<file path="config.mk">
export PLATFORM = sky130hd
export DESIGN_NAME = ctrl_50mhz
export DESIGN_NICKNAME = d
export VERILOG_FILES = /design/src/rtl/ctrl_pkg.sv /design/src/rtl/sipo_shift.sv /design/src/rtl/ctrl_50mhz.sv
export SDC_FILE = /design/constraint.sdc
export NUM_CORES = 1
export LEC_CHECK = 0
export CELL_PAD_IN_SITES_DETAIL_PLACEMENT = 2
export CELL_PAD_IN_SITES_GLOBAL_PLACEMENT = 2
export CORE_ASPECT_RATIO = 1.4
export CORE_UTILIZATION = 29
export CTS_BUF_LIST = sky130_fd_sc_hd__clkbuf_8 sky130_fd_sc_hd__clkbuf_16
export DETAILED_ROUTE_END_ITERATION = 10
export PLACE_DENSITY_LB_ADDON = 0.1
export SLEW_MARGIN = 20
export SYNTH_ARGS = -nofsm -noshare
export SYNTH_HDL_FRONTEND = slang
export SYNTH_HIERARCHICAL = 1
export SYNTH_SLANG_ARGS = --single-unit
</file>
<file path="constraint.sdc">
create_clock -name clk -period 1.1 [get_ports clk]
set_input_delay 0.33 -clock clk [delete_from_list [all_inputs] [get_ports clk]]
set_output_delay 0.33 -clock clk [all_outputs]
set_load 0.02 [all_outputs]
</file>
<file path="src/rtl/ctrl_pkg.sv">
// rtl/ctrl_pkg.sv - shared types and packet geometry for the 50 MHz / 2 MHz packet path
//
// Purpose: one definition of byte width and packet group size, shared by
// ctrl_50mhz and ctrl_2mhz so both sides of the FIFO agree on grouping.
// Ports: none (package).
package ctrl_pkg;

  localparam int CTRL_BIT_W         = 8;
  localparam int CTRL_BYTES_PER_PKT = 4;

  typedef enum logic {
    IDLE = 1'b0,
    RX   = 1'b1
  } rx_state_t;

  typedef enum logic {
    NO_WR = 1'b0,
    WR    = 1'b1
  } wr_state_t;

endpackage

</file>
<file path="src/rtl/sipo_shift.sv">
// rtl/sipo_shift.sv - serial-in/parallel-out shift register with enable
//
// Purpose: shifts din_i in at the LSB each enabled cycle, so the first bit
// received ends up as the MSB after W shifts.
// Ports:
//   clk_i   - clock, posedge
//   rst_ni  - asynchronous active-low reset, clears the register
//   en_i    - shift enable
//   din_i   - serial input bit
//   dout_o  - parallel register contents
module sipo_shift #(
  parameter int W = 8
) (
  input  logic         clk_i,
  input  logic         rst_ni,
  input  logic         en_i,
  input  logic         din_i,
  output logic [W-1:0] dout_o
);

  logic [W-1:0] sreg_q;
  logic [W-1:0] sreg_d;

  always_comb begin
    sreg_d = sreg_q;
    if (en_i) begin
      sreg_d = {sreg_q[W-2:0], din_i};
    end
  end

  always_ff @(posedge clk_i or negedge rst_ni) begin
    if (!rst_ni) begin
      sreg_q <= '0;
    end else begin
      sreg_q <= sreg_d;
    end
  end

  assign dout_o = sreg_q;

endmodule

</file>
<file path="src/rtl/ctrl_50mhz.sv">
// rtl/ctrl_50mhz.sv - 50 MHz serial-to-byte input stage driving the CDC FIFO write side
//
// Purpose: deserializes a data_ena-qualified MSB-first bit stream into bytes,
// issues one registered FIFO write per completed byte, tracks byte position
// in the packet and flags overflow / short packets.
// Ports:
//   clk         - 50 MHz clock, posedge
//   reset_n     - asynchronous active-low reset
//   serial_data - serial bit, valid while data_ena=1
//   data_ena    - high for the whole packet
//   fifo_full   - FIFO full flag, sampled on the byte completion edge only
//   fifo_data   - assembled byte, straight from the shift register
//   wr_fifo     - one-cycle write strobe, cycle after the last bit edge
//   pkt_done    - one-cycle pulse with the write of a packet's last byte
//   overflow    - sticky, a completed byte was dropped on fifo_full
//   short_pkt   - sticky, data_ena fell with a partial byte or packet
module ctrl_50mhz
  import ctrl_pkg::*;
#(
  parameter int BIT_W         = CTRL_BIT_W,
  parameter int BYTES_PER_PKT = CTRL_BYTES_PER_PKT
) (
  input  logic             clk,
  input  logic             reset_n,
  input  logic             serial_data,
  input  logic             data_ena,
  input  logic             fifo_full,
  output logic [BIT_W-1:0] fifo_data,
  output logic             wr_fifo,
  output logic             pkt_done,
  output logic             overflow,
  output logic             short_pkt
);

  localparam int CNT_W = $clog2(BIT_W);
  localparam int IDX_W = (BYTES_PER_PKT > 1) ? $clog2(BYTES_PER_PKT) : 1;
  localparam logic [CNT_W-1:0] LAST_BIT = CNT_W'(BIT_W - 1);
  localparam logic [IDX_W-1:0] LAST_IDX = IDX_W'(BYTES_PER_PKT - 1);

  rx_state_t        rx_ps_q, rx_ps_d;
  wr_state_t        wr_ps_q, wr_ps_d;
  logic [CNT_W-1:0] bit_cnt_q, bit_cnt_d;
  logic [IDX_W-1:0] byte_idx_q, byte_idx_d;
  logic             pkt_done_q, pkt_done_d;
  logic             overflow_q, overflow_d;
  logic             short_q, short_d;
  logic             byte_done;

  // The bit sampled this edge completes a byte.
  assign byte_done = data_ena && (bit_cnt_q == LAST_BIT);

  sipo_shift #(
    .W (BIT_W)
  ) u_sipo (
    .clk_i  (clk),
    .rst_ni (reset_n),
    .en_i   (data_ena),
    .din_i  (serial_data),
    .dout_o (fifo_data)
  );

  always_comb begin
    rx_ps_d    = data_ena ? RX : IDLE;
    wr_ps_d    = NO_WR;
    pkt_done_d = 1'b0;
    bit_cnt_d  = bit_cnt_q;
    byte_idx_d = byte_idx_q;
    overflow_d = overflow_q;
    short_d    = short_q;

    if (data_ena) begin
      bit_cnt_d = (bit_cnt_q == LAST_BIT) ? '0 : bit_cnt_q + 1'b1;
      if (byte_done) begin
        // Position advances for dropped bytes too, so the 2 MHz grouping
        // stays aligned with the sender's packet boundaries.
        byte_idx_d = (byte_idx_q == LAST_IDX) ? '0 : byte_idx_q + 1'b1;
        if (fifo_full) begin
          overflow_d = 1'b1;
        end else begin
          wr_ps_d    = WR;
          pkt_done_d = (byte_idx_q == LAST_IDX);
        end
      end
    end else begin
      bit_cnt_d  = '0;
      byte_idx_d = '0;
      if ((rx_ps_q == RX) && ((bit_cnt_q != '0) || (byte_idx_q != '0))) begin
        short_d = 1'b1;
      end
    end
  end

  always_ff @(posedge clk or negedge reset_n) begin
    if (!reset_n) begin
      rx_ps_q    <= IDLE;
      wr_ps_q    <= NO_WR;
      bit_cnt_q  <= '0;
      byte_idx_q <= '0;
      pkt_done_q <= 1'b0;
      overflow_q <= 1'b0;
      short_q    <= 1'b0;
    end else begin
      rx_ps_q    <= rx_ps_d;
      wr_ps_q    <= wr_ps_d;
      bit_cnt_q  <= bit_cnt_d;
      byte_idx_q <= byte_idx_d;
      pkt_done_q <= pkt_done_d;
      overflow_q <= overflow_d;
      short_q    <= short_d;
    end
  end

  assign wr_fifo   = (wr_ps_q == WR);
  assign pkt_done  = pkt_done_q;
  assign overflow  = overflow_q;
  assign short_pkt = short_q;

endmodule
</file>
==> impl_metrics.json <==
{
  "status": "finished, violations left",
  "violations": "setup timing",
  "final_core_util": 0.516,
  "setup_ws_ns": -0.0383,
  "synth-seq-area-share": 0.591,
  "hpwl_um": 1070,
  "h-tree-depth": 1,
  "hp-class": "in2async",
  "p_sw_uw": 578,
  "arrival_ns": 0.81,
  "grt_setup_unrepaired": "yes",
  "setup_viol": 13,
  "final_layout_size_suffix_gt1_frac": 0.593,
  "drtAntennaViolNets": 0,
  "critPathTopFamily": "flip-flops",
  "fp.dieW_um": 45.3,
  "path_buf_inv": 1,
  "p_int_mw": 1.55,
  "numCtsBuffers": 3,
  "core-area_um2": 2440,
  "pin_count": 17,
  "drv_cap": 0,
  "dieArea_um2": 2840,
  "worst_pin_slew_ns": 0.166,
  "period_minus_slack_ns": 1.14,
  "gp_congestion": 0.692,
  "slew_violations": 0,
  "final_cells": 125,
  "critPathMaxFanout": 2,
  "synth.avg_cell_area_um2": 15.2,
  "die_h_um": 62.7,
  "fillCellCount": 242,
  "p_clk_frac": 0.257,
  "yosysWarnings": 6,
  "cp_data_required_time_ns": 0.77,
  "synth_top_cell_area_share": 0.591,
  "via_per_inst": 4.34,
  "syn_area_um2": 762,
  "first_global_vias": 613,
  "clock_skew_ns": 0.00184,
  "critPathCaptureType": "output port",
  "cp_slowest_cell": "dfrtp_1",
  "timing.fmax_ghz": 0.878,
  "cp-start-kind": "register",
  "p_leak_nw": 0.629,
  "cts.clk_slew.worst_paths_ns": 0.07,
  "postSynthCellCount": 50,
  "seq_power_share": 0.389,
  "slew_headroom": 0.888,
  "clk_latency_ns": 0.25,
  "grt_max_degree": 19,
  "p_sw_frac": 0.271,
  "multi_input_area_um2": 304,
  "via_count": 542,
  "cp_cell_sequence": "buf_6",
  "rows": 21,
  "whs_ns": 0.410,
  "drt-wirelength-per-cell_um": 14.7,
  "grt_first_pass_wirelength_um": 3130,
  "synth_cell_types": 14,
  "p_per_area_nw_per_um2": 1690,
  "final.period_utilization": 1.03,
  "grtUsageTotal": 0.156,
  "dpl.cell_count": 112,
  "clock_sinks": 18,
  "synth_fp_nets": 60,
  "antenna_found_initial": 0,
  "drtIter0Drc": 2,
  "start_util": 0.312,
  "critPathKind": "reg2out",
  "cts_buffer_depth": 2,
  "gr-total-overflow": 0,
  "finalNetCount": 102,
  "cts-root-buf": "clkbuf_8",
  "power_frac_comb": 0.354,
  "antenna_cells": 0,
  "hold_viol": 0,
  "pre_cts_slack_ns": -0.341,
  "synthTopCellsByArea": "dfrtp_1 (59%), mux2_4 (16%), ha_1 (8.2%)",
  "cts_tree": "built",
  "peakVddDrop_v": 0.000704,
  "cp_slowest_stage_delay_ns": 0.41,
  "area_growth_pct": 65.4,
  "synth-seq-cells": 18,
  "port_buffers": 16,
  "synth_top_cell_by_area": "dfrtp_1",
  "drc": 0,
  "drt_pass1_iterations": 2,
  "postRouteWirelength_um": 1840,
  "seq_area_um2": 450
}
[power by group through the flow]
stage	combinational (mW)	clock, mW	sequential [mW]
floorplan	0.151	0	0.929
global placement	0.620	0	0.811
detailed placement	0.629	0	0.818
CTS	0.749	0.561	0.820
global route	0.810	0.606	0.841
finish	0.755	0.548	0.829
[synth_stat cells]
cell type,number
dfrtp_1,18
mux2_4,8
ha_1,5
inv_1,5
a31o_2,2
and2_1,2
nand3b_1,2
nor2_1,2
buf_6,1
mux2i_1,1
nand2_2,1
nor3_1,1
nor3b_2,1
o31ai_2,1
[worst paths after layout]
kind                                         from                      endpoint  slack (ns)  cells past startpoint
max                          overflow$_DFFE_PN0P_                      overflow       -0.04                      1
min                                       reset_n  u_sipo/dout_o[7]$_DFFE_PN0P_        0.41                      2
max reg2reg                bit_cnt_q[0]$_DFF_PN0_     byte_idx_q[0]$_DFFE_PN0P_       -0.02                      4
min reg2reg                bit_cnt_q[0]$_DFF_PN0_        bit_cnt_q[0]$_DFF_PN0_        0.49                      1
max in group asynchronous                 reset_n  u_sipo/dout_o[3]$_DFFE_PN0P_        0.56                      2
min in group clk           bit_cnt_q[0]$_DFF_PN0_        bit_cnt_q[0]$_DFF_PN0_        0.49                      1
[through the flow]
step	TNS (ns)	area, µm²	total power, mW
global route	-0.756	1260	2.26
CTS	-0.171	1230	2.13
floorplan	0	764	1.08
global placement	-6.22	1080	1.43
finish	-0.249	1260	2.13
detailed placement	-6.53	1080	1.45
[layout by cell type (no fill, tap or decap), drive strengths merged]
master and instances:
mux2i 1, nand2 1, buf 33, nor2 2
dlygate4sd2 1, nor3b 1, clkdlybuf4s50 3, a31o 2
ha 5, o31ai 1, nor3 1, bufbuf 1
nand3b 2, mux2 8, dfrtp 18, clkbuf 4
and2 2, inv 5
[final cells by class]
class / instances / area share
tap: 34 / 0.0338
inverter: 5 / 0.0149
sequential: 18 / 0.357
multi-input combinational: 26 / 0.241
timing repair buffer: 38 / 0.309
clock buffer: 4 / 0.0437
[routing by layer]
| layer | GRT usage | vias to the layer above | routed length [µm] |
|---|---|---|---|
| met1 | 0.187 | 277 | 736 |
| met4 | 0.0682 | 0 | 24 |
| met5 | 0 | - | 0 |
| met2 | 0.261 | 13 | 1010 |
| li1 | - | 250 | - |
| met3 | 0.0289 | 2 | 67 |
[flip-flops by register name (all words and copies together), names as in the netlist]
name / flops
pkt_done: 1
byte_idx_q: 2
overflow: 1
u_sipo/dout_o: 8
wr_fifo: 1
short_pkt: 1
rx_ps_q: 1
bit_cnt_q: 3
[kinds of logic (layout without fill, tap and decap cells)]
logic type | Yosys count | in the layout | share of synthesized area
buffers and inverters | 6 | 47 | 0.0394
AO/OA/AOI/OAI | 3 | 3 | 0.0394
flip-flops | 18 | 18 | 0.591
multiplexers | 9 | 9 | 0.171
AND/OR/NAND/NOR | 9 | 9 | 0.0772
adder cells (fa/ha/maj) | 5 | 5 | 0.0821
[worst register-to-register path, stage by stage, from the launching register on]
cell and delay (ns):
dfrtp_1 0.41, ha_2 0.21, ha_4 0.19, nand3b_1 0.17, o31ai_2 0.06
[timing repair]
action,4_1_cts,5_1_grt
pin swaps,1,5
buffers inserted,7,1
resized for setup,71,6
hold buffers,0,0
cloned,1,0
endpoints found under the setup margin,26,18
(Power assumes the default switching activity.)
